[config.mk]
export PLATFORM = sky130hd
export DESIGN_NAME = pipe_ctrl
export DESIGN_NICKNAME = d
export VERILOG_FILES = /design/src/rtl/pipe_ctrl.sv
export SDC_FILE = /design/constraint.sdc
export NUM_CORES = 1
export LEC_CHECK = 0
export BUFFER_PORTS_ARGS = -buffer_cell sky130_fd_sc_hd__buf_4
export CORE_ASPECT_RATIO = 0.7
export CORE_MARGIN = 2
export CORE_UTILIZATION = 50
export CTS_BUF_LIST = sky130_fd_sc_hd__clkbuf_8 sky130_fd_sc_hd__clkbuf_16
export DETAILED_ROUTE_END_ITERATION = 12
export GPL_ROUTABILITY_DRIVEN = 0
export HOLD_SLACK_MARGIN = 0.12
export PLACE_DENSITY = 0.89
export SLEW_MARGIN = 20
export SYNTH_ARGS = -nofsm -noshare
export SYNTH_HDL_FRONTEND = slang
export SYNTH_SLANG_ARGS = --single-unit
export TNS_END_PERCENT = 30
[constraint.sdc]
create_clock -name clk -period 2.5 [get_ports clk]
set_clock_uncertainty 0.05 [all_clocks]
set_input_delay 0.25 -clock clk [delete_from_list [all_inputs] [get_ports clk]]
set_output_delay 0.25 -clock clk [all_outputs]
set_load 0.05 [all_outputs]
[src/rtl/pipe_ctrl.sv]
// Sequencing controller for a 5-stage in-order pipeline: fetch PC, stage valids,
// load-use / multi-cycle stalls, taken-branch flush and stall/flush counters.
module pipe_ctrl #(
    parameter logic [31:0] RESET_PC  = 32'h1bfffffc,
    parameter int unsigned MC_CYCLES = 8
) (
    input  logic        clk,
    input  logic        rst,
    input  logic [4:0]  id_rj,
    input  logic [4:0]  id_rk,
    input  logic        id_use_rj,
    input  logic        id_use_rk,
    input  logic [4:0]  ex_dest,
    input  logic        ex_wen,
    input  logic        ex_is_load,
    input  logic        ex_is_mc,
    input  logic        ex_br_taken,
    input  logic [31:0] ex_br_target,
    output logic [31:0] if_pc,
    output logic        if_valid,
    output logic        id_en,
    output logic        id_valid,
    output logic        ex_en,
    output logic        ex_valid,
    output logic        mem_valid,
    output logic        wb_valid,
    output logic [31:0] stall_cnt,
    output logic [31:0] flush_cnt
);

    // Index of the final EX cycle of a multi-cycle op; 4 bits cover MC_CYCLES up to 16.
    localparam logic [3:0] MC_LAST = 4'(MC_CYCLES - 1);

    logic [3:0] mc_cnt;
    logic       ex_busy;
    logic       rj_hit;
    logic       rk_hit;
    logic       load_use;
    logic       br;
    logic       id_stall;

    assign ex_busy  = ex_valid & ex_is_mc & (mc_cnt != MC_LAST);

    // r0 is hardwired zero, so a load targeting it never creates a dependency.
    assign rj_hit   = id_use_rj & (id_rj == ex_dest);
    assign rk_hit   = id_use_rk & (id_rk == ex_dest);
    assign load_use = id_valid & ex_valid & ex_is_load & ex_wen & (ex_dest != 5'd0)
                      & (rj_hit | rk_hit);

    assign br       = ex_valid & ex_br_taken & ~ex_busy;
    assign id_stall = load_use | ex_busy;
    assign id_en    = br | ~id_stall;
    assign ex_en    = ~ex_busy;

    // NOTE: sequential state uses non-blocking assignments so every register
    // samples the pre-edge values of the others, matching real flop behaviour.
    always_ff @(posedge clk or negedge rst) begin
        if (!rst) begin
            if_pc     <= RESET_PC;
            if_valid  <= 1'b0;
            id_valid  <= 1'b0;
            ex_valid  <= 1'b0;
            mem_valid <= 1'b0;
            wb_valid  <= 1'b0;
            mc_cnt    <= 4'd0;
            stall_cnt <= 32'd0;
            flush_cnt <= 32'd0;
        end else begin
            if_valid <= 1'b1;

            if (br)
                if_pc <= ex_br_target;
            else if (!id_stall)
                if_pc <= if_pc + 32'd4;

            if (br)
                id_valid <= 1'b0;
            else if (!id_stall)
                id_valid <= if_valid;

            // A held multi-cycle op stays valid; a load-use stall leaves a bubble behind.
            ex_valid  <= ex_busy | (id_valid & ~load_use & ~br);
            mem_valid <= ex_valid & ~ex_busy;
            wb_valid  <= mem_valid;

            mc_cnt <= ex_busy ? mc_cnt + 4'd1 : 4'd0;

            if (id_stall && !br)
                stall_cnt <= stall_cnt + 32'd1;
            if (br)
                flush_cnt <= flush_cnt + 32'd1;
        end
    end

endmodule

==> out/metrics.csv, run 1 <==
stage;metric;value;unit
synthesis;Avg Cell Area, Syn;9.98;um2
global_routing;total grt overflow;0;
sta;Setup TNS;0;ns
routing;DR DRC count;0;
cells_and_area;proportion of layout cells with a drive suffix above 1;0.322;
power_and_ir_drop;pwr dens;900;nW/um2
synthesis;Syn Inst Count;546;
sta;Final period util;0.956;
routing;Vias/cell;5.80;
routing;DRT iter0 DRCs;496;
sta;RSZ-0062 raised after global routing;no;
setup_path;CP required;2.20;ns
sta;Final Hold Fails;0;
synthesis;register area share after synthesis;0.488;
global_routing;first-pass GRT wire length;25300;um
global_routing;initial antenna violation count;0;
setup_path;Critical Path Source Type;flop;
power_and_ir_drop;Switch Pwr;2840;uW
global_routing;vias in the first global route;5032;
setup_path;Worst path top cell family by delay;buffers and inverters;
routing;post-DR wirelength/cell;17.9;um
synthesis;area leader, netlist;dfrtp_1;
cells_and_area;non-filler cells, final;869;
cells_and_area;fill count;762;
sta;endpoints failing setup;0;
clock_tree;Root Buffer;clkbuf_16;
place;dpl cells;824;
sta;Final Max Tran Viols;0;
power_and_ir_drop;Switching Share;0.426;
place;post-DP HPWL;10900;um
sta;Max Fclk;418;MHz
clock_tree;H-tree lvl count;3;
power_and_ir_drop;Pleak;0.00332;uW
clock_tree;CTS tree;yes;
setup_path;Worst setup EP type;primary output;
setup_path;CP cell instances;ha_1, nand3b_1, buf_4, a21o_1, a31oi_2, buf_6, buf_6;
sta;crit path time final;2.39;ns
run;maximum capacitance violations;0;
power_and_ir_drop;clock power share;0.233;
min_path;Hold Crit Class;in -> reg;
routing;Post-DRT Antenna Nets;0;
cells_and_area;Multi-input gate area;2670;um2
setup_path;Worst Path Buf+Inv;3;
synthesis;Main synth FF type;dfrtp_1;
power_and_ir_drop;sequential fraction of design power;0.383;
floorplanning;Core Footprint;10500;um2
global_routing;total track usage;0.272;
sta;Least-Margin Pin Slew;0.746;ns
floorplanning;initial cell density of the core;0.520;
run_status;outcome;completed;
cells_and_area;final-stage net count;791;
floorplanning;FP Rows;31;
synthesis;YS warnings;0;
synthesis;Netlist cell types;55;
synthesis;share of the synthesized area in the top cell type;0.363;
synthesis;EDFF count, synth;0;
synthesis;count leader, synth;dfrtp_1;
synthesis;syn_nets;605;
floorplanning;Die Width;129;um
setup_path;Setup CP Type;reg -> out;
power_and_ir_drop;maximum vdd drop;0.708;mV
floorplanning;IO Pins;158;
power_and_ir_drop;internal power;3830;uW
synthesis;synth cell count leaders;dfrtp_1, nand2_1, xnor2_1;
power_and_ir_drop;Combinational Power Share;0.384;
routing;vias post-DR;5039;
routing;DRT Pass-1 Iters;5;
sta;Rel. slew slack;0.503;
cells_and_area;register area;2660;um2
cells_and_area;Ant. Diodes;0;
clock_tree;clock tree buffer depth;2;
clock_tree;CTS buffer count;9;
clock_tree;Sink Count;105;
floorplanning;die height;91.3;um
global_routing;pin count of the biggest net entering global routing;58;
synthesis;area of the mapped netlist;5450;um2
place;Port Buf Inserts;157;
setup_path;slowest cell on the critical path;dfrtp_1;
clock_tree;Skew-Pair Late Insertion Delay;0.35;ns
setup_path;worst-path maximum fanout;12;
setup_path;Largest stage delay, worst path;0.38;ns
clock_tree;clk slew on worst S/H paths;0.08;ns
setup_path;Worst Path Arrival;2.09;ns
routing;final wirelength;15600;um
synthesis;Synth Register Bits;105;
floorplanning;die area;11800;um2
cells_and_area;area grow syn2layout;36.1;%
synthesis;Async S/R FF share, synth;1.00;
synthesis;top cells by area, synth;dfrtp_1, dfstp_2, xnor2_1;
setup_path;Most Frequent Cell on Critical Path;buf_6;
-- cells by family (layout without fill, tap and decap cells) --
| kind of cell | count (synthesis) | after routing | synth area share |
|---|---|---|---|
| XOR/XNOR | 90 | 90 | 0.145 |
| other | 1 | 1 | 0.000688 |
| multiplexers | 2 | 2 | 0.00390 |
| AO/OA/AOI/OAI | 75 | 75 | 0.0923 |
| AND/OR/NAND/NOR | 239 | 239 | 0.235 |
| adder cells (fa/ha/maj) | 4 | 4 | 0.00919 |
| flip-flops | 105 | 105 | 0.488 |
| buffers and inverters | 30 | 221 | 0.0257 |
-- metal layers --
metal / share of wire / global-route usage / wire (um)
met5: 0 / 0 / 0
met3: 0.078 / 0.0613 / 1210
met4: 0.021 / 0.0842 / 329
met2: 0.48 / 0.435 / 7530
met1: 0.42 / 0.369 / 6520
-- layout make-up --
cell class              count  area share
inverters                   7     0.00354
clock inverters             7      0.0137
clock buffers               9      0.0304
well taps                 132      0.0223
flip-flops and latches    105       0.359
repair buffers            198       0.212
multi-input cells         411       0.360
-- through the flow --
stage | hold WS [ns] | power (uW) | setup slack (ns) | utilization | area (um2)
6_report | 0.127 | 6680 | 0.110 | 0.708 | 7420
4_1_cts | 0.120 | 6690 | 0.0340 | 0.704 | 7370
3_5_place_dp | 0.314 | 5080 | 0.142 | 0.649 | 6800
3_3_place_gp | 0.305 | 4990 | 0.301 | 0.649 | 6800
5_1_grt | 0.133 | 6960 | 0.0148 | 0.708 | 7420
2_1_floorplan | -0.0956 | 4200 | 0.246 | - | 5450
-- placed cells by master, fill, tap and decap left out, types with 4 or more instances in the layout --
cell type      count
buf_4            170
dfrtp_1           79
nand2_1           74
xnor2_1           70
nand3_1           33
nand4_1           32
dfstp_2           26
nor2_1            24
dlygate4sd3_1     24
o21ai_0           22
xor2_1            20
a21oi_1           20
nor3_1            15
and3_1            14
nor4_1            12
clkbuf_16          9
and2_1             7
a211oi_1           7
and4_1             6
inv_1              6
a22oi_1            4
ha_1               4
-- power groups by stage --
stage	Combinational [uW]	Clock (uW)	Sequential (uW)
4_1_cts	2560	1580	2550
5_1_grt	2700	1650	2610
6_report	2560	1560	2560
3_3_place_gp	2440	0	2550
3_5_place_dp	2510	0	2570
2_1_floorplan	674	0	3530
-- worst reg2reg max path: cells and delay by family (launching register included) --
| family | cells | cell delay, ns |
|---|---|---|
| compound gates | 2 | 0.32 |
| fa+ha+maj | 1 | 0.25 |
| simple gates | 4 | 0.78 |
| buf+inv | 1 | 0.20 |
| flops | 1 | 0.58 |
-- final timing paths --
kind,start,endpoint,slack [ns],depth (start not counted)
setup / recovery,mc_cnt[0]$_DFF_PN0_,id_en,0.11,7
hold reg to reg,mem_valid$_DFF_PN0_,wb_valid$_DFF_PN0_,0.35,0
setup reg to reg,if_pc[2]$_DFFE_PN1P_,if_pc[26]$_DFFE_PN0P_,0.23,8
min in group asynchronous,rst,if_pc[0]$_DFFE_PN0P_,0.47,2
max in group asynchronous,rst,flush_cnt[7]$_DFFE_PN0P_,1.18,3
hold / removal,ex_br_target[24],if_pc[24]$_DFFE_PN1P_,0.13,3
-- registers in the layout, summed over array words and instances, names as in the netlist --
name and cells:
flush_cnt 32, if_pc 32, stall_cnt 32, mc_cnt 4, ex_valid 1, id_valid 1
if_valid 1, mem_valid 1, wb_valid 1
-- what timing repair did --
item	CTS	global route
setup buffers	0	5
hold endpoints to repair	53	0
pin swaps	0	1
resized for setup	3	1
setup endpoints to repair	1	5
hold buffers	24	0
(Power assumes the default switching activity.)
==> run 2, diff against run 1 <==
--- a/config.mk
+++ b/config.mk
@@ -9,7 +9,6 @@
 export CORE_ASPECT_RATIO = 0.7
 export CORE_MARGIN = 2
 export CORE_UTILIZATION = 50
-export CTS_BUF_LIST = sky130_fd_sc_hd__clkbuf_8 sky130_fd_sc_hd__clkbuf_16
 export DETAILED_ROUTE_END_ITERATION = 12
 export GPL_ROUTABILITY_DRIVEN = 0
 export HOLD_SLACK_MARGIN = 0.12
==> constraint.sdc (replaced) <==
create_clock -name clk -period 3 [get_ports clk]
set_clock_uncertainty 0.05 [all_clocks]
set_input_delay 0.3 -clock clk [delete_from_list [all_inputs] [get_ports clk]]
set_output_delay 0.3 -clock clk [all_outputs]
set_load 0.05 [all_outputs]
==> run 2 against run 1 <==
Compared with the run above:
- worst setup slack improved by 0.27 ns
- power shrank 20%
- sequential share of layout area is 1.2 points higher
- final area fell by 3.3%
- non-clock buffer count fell by 20
- combinational power decreased by 18%
- flip-flop and latch count unchanged
- routed wire length fell by 5.8%
==> out/metrics.csv, run 2 (synthesized netlist as in run 1, its figures left out) <==
stage;metric;value;unit;change
sta;Max Fclk;382;MHz;
sta;Final period util;0.873;;
routing;DRT iter0 DRCs;537;;was 496
routing;Vias/cell;5.80;;about the same
floorplanning;die height;91.3;um;unchanged
routing;final wirelength;14700;um;was 15600 um
setup_path;Setup CP Type;reg -> out;;unchanged
setup_path;Worst Path Arrival;2.27;ns;was 2.09 ns
routing;DRT Pass-1 Iters;5;;unchanged
cells_and_area;final-stage net count;771;;was 791
global_routing;pin count of the biggest net entering global routing;57;;was 58
sta;Rel. slew slack;0.354;;was 0.503
power_and_ir_drop;maximum vdd drop;0.534;mV;was 0.708 mV
routing;Post-DRT Antenna Nets;0;;unchanged
sta;Final Hold Fails;0;;unchanged
cells_and_area;Ant. Diodes;0;;unchanged
power_and_ir_drop;internal power;3000;uW;was 3830 uW
cells_and_area;non-filler cells, final;849;;was 869
setup_path;FF-to-FF Start;mc_cnt[0]$_DFF_PN0_;;was if_pc[2]$_DFFE_PN1P_
floorplanning;Core Footprint;10500;um2;unchanged
clock_tree;Root Buffer;clkbuf_16;;unchanged
sta;Least-Margin Pin Slew;0.969;ns;was 0.746 ns
cells_and_area;proportion of layout cells with a drive suffix above 1;0.319;;was 0.322
floorplanning;FP Rows;31;;unchanged
floorplanning;Die Width;129;um;unchanged
floorplanning;initial cell density of the core;0.520;;unchanged
power_and_ir_drop;pwr dens;743;nW/um2;was 900 nW/um2
place;dpl cells;822;;was 824
place;post-DP HPWL;10700;um;was 10900 um
floorplanning;IO Pins;158;;unchanged
power_and_ir_drop;Combinational Power Share;0.391;;was 0.384
setup_path;CP required;2.65;ns;was 2.20 ns
sta;crit path time final;2.62;ns;
sta;endpoints failing setup;0;;unchanged
min_path;Min-Delay Endpoint;if_pc[7]$_DFFE_PN1P_;;was if_pc[24]$_DFFE_PN1P_
clock_tree;clock tree buffer depth;2;;unchanged
power_and_ir_drop;sequential fraction of design power;0.400;;was 0.383
clock_tree;clk slew on worst S/H paths;0.07;ns;was 0.08 ns
global_routing;total grt overflow;0;;unchanged
setup_path;worst reg2reg path depth;9;;was 8
min_path;HP Start;ex_br_target[7];;was ex_br_target[24]
clock_tree;CTS tree;yes;;unchanged
cells_and_area;post-layout util;0.685;;was 0.708
power_and_ir_drop;Switching Share;0.436;;was 0.426
clock_tree;Sink Count;105;;unchanged
global_routing;total track usage;0.252;;was 0.272
clock_tree;Skew-Pair Late Insertion Delay;0.35;ns;about the same
setup_path;Critical Path Source Type;flop;;unchanged
setup_path;worst-path maximum fanout;16;;was 12
clock_tree;CTS buffer count;9;;unchanged
place;Port Buf Inserts;157;;unchanged
setup_path;Worst setup EP type;primary output;;unchanged
min_path;Hold Crit Class;in -> reg;;unchanged
setup_path;worst r2r dst;if_pc[27]$_DFFE_PN1P_;;was if_pc[26]$_DFFE_PN0P_
clock_tree;H-tree lvl count;3;;unchanged
routing;post-DR wirelength/cell;17.3;um;was 17.9 um
cells_and_area;Largest regs;flush_cnt x32, if_pc x32, stall_cnt x32;;unchanged
power_and_ir_drop;Switch Pwr;2330;uW;was 2840 uW
sta;RSZ-0062 raised after global routing;no;;unchanged
cells_and_area;commonest non-fill, non-tap cells in the layout;buf_4, dfrtp_1, nand2_1;;unchanged
run_status;outcome;completed;;unchanged
floorplanning;die area;11800;um2;unchanged
global_routing;vias in the first global route;4752;;was 5032
routing;vias post-DR;4922;;was 5039
min_path;Cells on Worst Hold Path;3;;unchanged
sta;Final Max Tran Viols;0;;unchanged
power_and_ir_drop;total power;5330;uW;was 6680 uW
routing;DR DRC count;0;;unchanged
setup_path;reg-to-reg slack, setup;0.54;ns;was 0.23 ns
cells_and_area;most common cell after layout, fill and taps aside;buf_4;;unchanged
cells_and_area;area grow syn2layout;31.6;%;was 36.1%
global_routing;first-pass GRT wire length;23900;um;was 25300 um
cells_and_area;fill count;809;;was 762
power_and_ir_drop;clock power share;0.209;;was 0.233
global_routing;initial antenna violation count;0;;unchanged
power_and_ir_drop;Pleak;0.00321;uW;was 0.00332 uW
sta;Setup TNS;0;ns;unchanged
run;maximum capacitance violations;0;;unchanged
run 2: cell count changes in the layout (fill, tap and decap cells not counted), sizes merged:
cell,before,now
buf,174,167
dlygate4sd3,24,11
clkinv,1,4
clkinvlp,2,1
bufinv,2,0
run 2: per-layer routing:
metal / part of all wire / global-route usage / vias to the layer above
li1: - / - / 2275
met1: 0.43 / 0.355 / 2379
met2: 0.47 / 0.392 / 242
met3: 0.082 / 0.0566 / 26
met4: 0.019 / 0.0752 / 0
met5: 0 / 0 / -
run 2: cell type report:
| type | instances | area (um2) | area share |
|---|---|---|---|
| clock buffers | 9 | 225 | 0.0314 |
| clock inverters | 7 | 52.6 | 0.00733 |
| inverters | 7 | 26.3 | 0.00366 |
| multi-input cells | 411 | 2670 | 0.372 |
| flip-flops and latches | 105 | 2660 | 0.371 |
| well taps | 132 | 165 | 0.0230 |
| repair buffers | 178 | 1380 | 0.192 |
run 2: metrics by stage:
stage                     hold WS, ns  instance area (um2)  setup WS (ns)
after floorplan               -0.0456                 5450          0.746
after global placement          0.315                 6780          0.707
after detailed placement        0.326                 6780          0.615
after CTS                       0.120                 7170          0.403
after global routing            0.127                 7170          0.257
final                           0.121                 7170          0.382
run 2: worst max-delay path: stages, from the launching register on:
cell	delay, ns
dfrtp_1	0.41
ha_1	0.24
nand3b_1	0.22
nor2b_1	0.26
buf_4	0.31
a31oi_2	0.07
buf_4	0.21
buf_4	0.19
run 2: timing repair:
action / 4_1_cts / 5_1_grt
setup buffers: 0 / 0
gates resized for setup: 0 / 0
hold buffers: 11 / 0
hold endpoints to repair: 42 / 0
run 2: how the worst max path moves through the flow:
stage	start	to	slack [ns]	depth (start not counted)
floorplan	if_pc[2]$_DFFE_PN1P_	if_pc[22]$_DFFE_PN1P_	0.75	7
global placement	ex_valid$_DFF_PN0_	stall_cnt[9]$_DFFE_PN0P_	0.71	6
detailed placement	mc_cnt[0]$_DFF_PN0_	if_pc[27]$_DFFE_PN1P_	0.62	9
CTS	mc_cnt[0]$_DFF_PN0_	id_en	0.40	7
global route	ex_valid$_DFF_PN0_	id_en	0.26	5
finish	mc_cnt[0]$_DFF_PN0_	id_en	0.38	7
run 2: power groups by stage:
stage | Clock (uW) | Sequential (uW) | Combinational (uW)
after floorplan | 0 | 2940 | 562
after detailed placement | 0 | 2140 | 2070
after CTS | 1130 | 2120 | 2090
after global placement | 0 | 2120 | 2030
final | 1110 | 2130 | 2090
after global routing | 1200 | 2170 | 2200
==> run 3, diff against run 2 <==
--- a/config.mk
+++ b/config.mk
@@ -8,11 +8,11 @@
 export BUFFER_PORTS_ARGS = -buffer_cell sky130_fd_sc_hd__buf_4
 export CORE_ASPECT_RATIO = 0.7
 export CORE_MARGIN = 2
-export CORE_UTILIZATION = 50
+export CORE_UTILIZATION = 56
 export DETAILED_ROUTE_END_ITERATION = 12
 export GPL_ROUTABILITY_DRIVEN = 0
 export HOLD_SLACK_MARGIN = 0.12
-export PLACE_DENSITY = 0.89
+export PLACE_DENSITY = 0.95
 export SLEW_MARGIN = 20
 export SYNTH_ARGS = -nofsm -noshare
 export SYNTH_HDL_FRONTEND = slang
==> run 3 against run 2 <==
Compared with the run above:
- global-route usage increased by 4.8 points
- flip-flop and latch count unchanged
- routed wire length increased by 6.4%
- sequential share of layout area decreased by 0.37 points
- utilization increased by 7.2 points
- clock-buffer cell count unchanged
- critical endpoint unchanged
- combinational power about the same
- worst setup slack got worse by 0.079 ns
- maximum frequency decreased by 2.9%
- highest routed layer unchanged
==> out/metrics.csv, run 3 (synthesized netlist as in run 1, its figures left out) <==
stage;metric;value;unit;change
min_path;Hold Crit Class;in -> reg;;unchanged
power_and_ir_drop;Pleak;0.00324;uW;was 0.00321 uW
floorplanning;initial cell density of the core;0.569;;was 0.520
cells_and_area;Ant. Diodes;0;;unchanged
floorplanning;die height;86.5;um;was 91.3 um
clock_tree;H-tree lvl count;3;;unchanged
global_routing;pin count of the biggest net entering global routing;51;;was 57
sta;crit path time final;2.70;ns;was 2.62 ns
sta;Final Hold Fails;0;;unchanged
cells_and_area;proportion of layout cells with a drive suffix above 1;0.320;;was 0.319
clock_tree;CTS tree;yes;;unchanged
global_routing;vias in the first global route;4849;;was 4752
run;maximum capacitance violations;0;;unchanged
sta;min setup slack post-route;0.303;ns;was 0.382 ns
sta;RSZ-0062 raised after global routing;no;;unchanged
sta;Final period util;0.899;;was 0.873
routing;post-DR wirelength/cell;18.5;um;was 17.3 um
sta;Least-Margin Pin Slew;0.611;ns;was 0.969 ns
cells_and_area;commonest non-fill, non-tap cells in the layout;buf_4, dfrtp_1, nand2_1;;unchanged
global_routing;total track usage;0.300;;was 0.252
cells_and_area;fill count;635;;was 809
cells_and_area;register area;2660;um2;unchanged
routing;Post-DRT Antenna Nets;0;;unchanged
clock_tree;post-CTS setup repair buffer count;0;;unchanged
global_routing;first-pass GRT wire length;24600;um;was 23900 um
sta;Max Fclk;371;MHz;was 382 MHz
cells_and_area;Largest regs;flush_cnt x32, if_pc x32, stall_cnt x32;;unchanged
routing;DR DRC count;0;;unchanged
routing;Vias/cell;5.97;;was 5.80
clock_tree;clock tree buffer depth;2;;unchanged
power_and_ir_drop;maximum vdd drop;0.700;mV;was 0.534 mV
place;Port Buf Inserts;157;;unchanged
floorplanning;FP Rows;30;;was 31
cells_and_area;area grow syn2layout;32.9;%;was 31.6%
clock_tree;Root Buffer;clkbuf_16;;unchanged
sta;Rel. slew slack;0.593;;was 0.354
place;Placement Setup Slack;0.573;ns;was 0.615 ns
setup_path;CP required;2.65;ns;about the same
cells_and_area;Multi-input gate area;2670;um2;about the same
clock_tree;Skew-Pair Late Insertion Delay;0.35;ns;about the same
sta;endpoints failing setup;0;;unchanged
floorplanning;Die Width;122;um;was 129 um
place;post-DP HPWL;10900;um;was 10700 um
cells_and_area;final-stage net count;773;;was 771
setup_path;worst-path maximum fanout;12;;was 16
clock_tree;Sink Count;105;;unchanged
routing;DRT Pass-1 Iters;5;;unchanged
floorplanning;IO Pins;158;;unchanged
setup_path;Worst Path Arrival;2.35;ns;was 2.27 ns
cells_and_area;most common cell after layout, fill and taps aside;buf_4;;unchanged
global_routing;initial antenna violation count;0;;unchanged
run_status;outcome;completed;;unchanged
routing;final wirelength;15600;um;was 14700 um
setup_path;Setup CP Type;reg -> out;;unchanged
setup_path;Critical Path Source Type;flop;;unchanged
routing;vias post-DR;5058;;was 4922
floorplanning;Core Footprint;9570;um2;was 10500 um2
clock_tree;CTS buffer count;9;;unchanged
sta;Final Max Tran Viols;0;;unchanged
routing;DRT iter0 DRCs;510;;was 537
sta;Setup TNS;0;ns;unchanged
floorplanning;die area;10500;um2;was 11800 um2
clock_tree;clk slew on worst S/H paths;0.07;ns;about the same
setup_path;Worst setup EP type;primary output;;unchanged
global_routing;total grt overflow;0;;unchanged
power_and_ir_drop;pwr dens;764;nW/um2;was 743 nW/um2
[run 3: what timing repair did]
action                     4_1_cts  5_1_grt
hold buffers                    12        0
hold endpoints to repair        45        0
setup endpoints to repair        0        1
gates resized for setup          0        1
[run 3: routing by layer]
layer,GRT usage,up-vias,part of all wire
met1,0.399,2485,0.41
met3,0.0592,34,0.072
met4,0.107,0,0.026
met2,0.496,257,0.49
met5,0,-,0
li1,-,2282,-
[run 3: final cells by class]
class | instances | area share
multi-input cells | 411 | 0.369
clock buffers | 9 | 0.0311
clock inverters | 7 | 0.0142
well taps | 128 | 0.0221
flip-flops and latches | 105 | 0.367
inverters | 7 | 0.00363
repair buffers | 180 | 0.192
[run 3: final timing paths]
kind / start / end / slack [ns] / depth (start not counted)
setup / recovery: mc_cnt[0]$_DFF_PN0_ / id_en / 0.30 / 7
hold / removal: ex_br_target[6] / if_pc[6]$_DFFE_PN1P_ / 0.13 / 3
setup reg to reg: mc_cnt[0]$_DFF_PN0_ / stall_cnt[31]$_DFFE_PN0P_ / 0.46 / 7
hold reg to reg: mem_valid$_DFF_PN0_ / wb_valid$_DFF_PN0_ / 0.34 / 0
max in group asynchronous: rst / if_pc[7]$_DFFE_PN1P_ / 1.69 / 3
min in group asynchronous: rst / stall_cnt[11]$_DFFE_PN0P_ / 0.45 / 2
[run 3: worst max-delay path, stage by stage (launching register included)]
cell	delay [ns]
dfrtp_1	0.37
ha_1	0.20
nand3b_1	0.20
nor2b_1	0.23
buf_4	0.19
a31oi_4	0.35
buf_4	0.24
buf_4	0.21
[run 3: power breakdown]
group | switching [uW] | internal [uW]
Combinational | 1440 | 667
Clock | 539 | 739
Sequential | 374 | 1770
[run 3: metrics by stage]
step / utilization / area, um2 / power, uW / cells / hold WS, ns
floorplan: - / 5450 / 3500 / 546 / -0.0456
global placement: 0.709 / 6790 / 4150 / 819 / 0.282
detailed placement: 0.709 / 6790 / 4220 / 819 / 0.303
CTS: 0.756 / 7230 / 5530 / 847 / 0.122
global route: 0.757 / 7240 / 5740 / 847 / 0.121
finish: 0.757 / 7240 / 5540 / 847 / 0.126
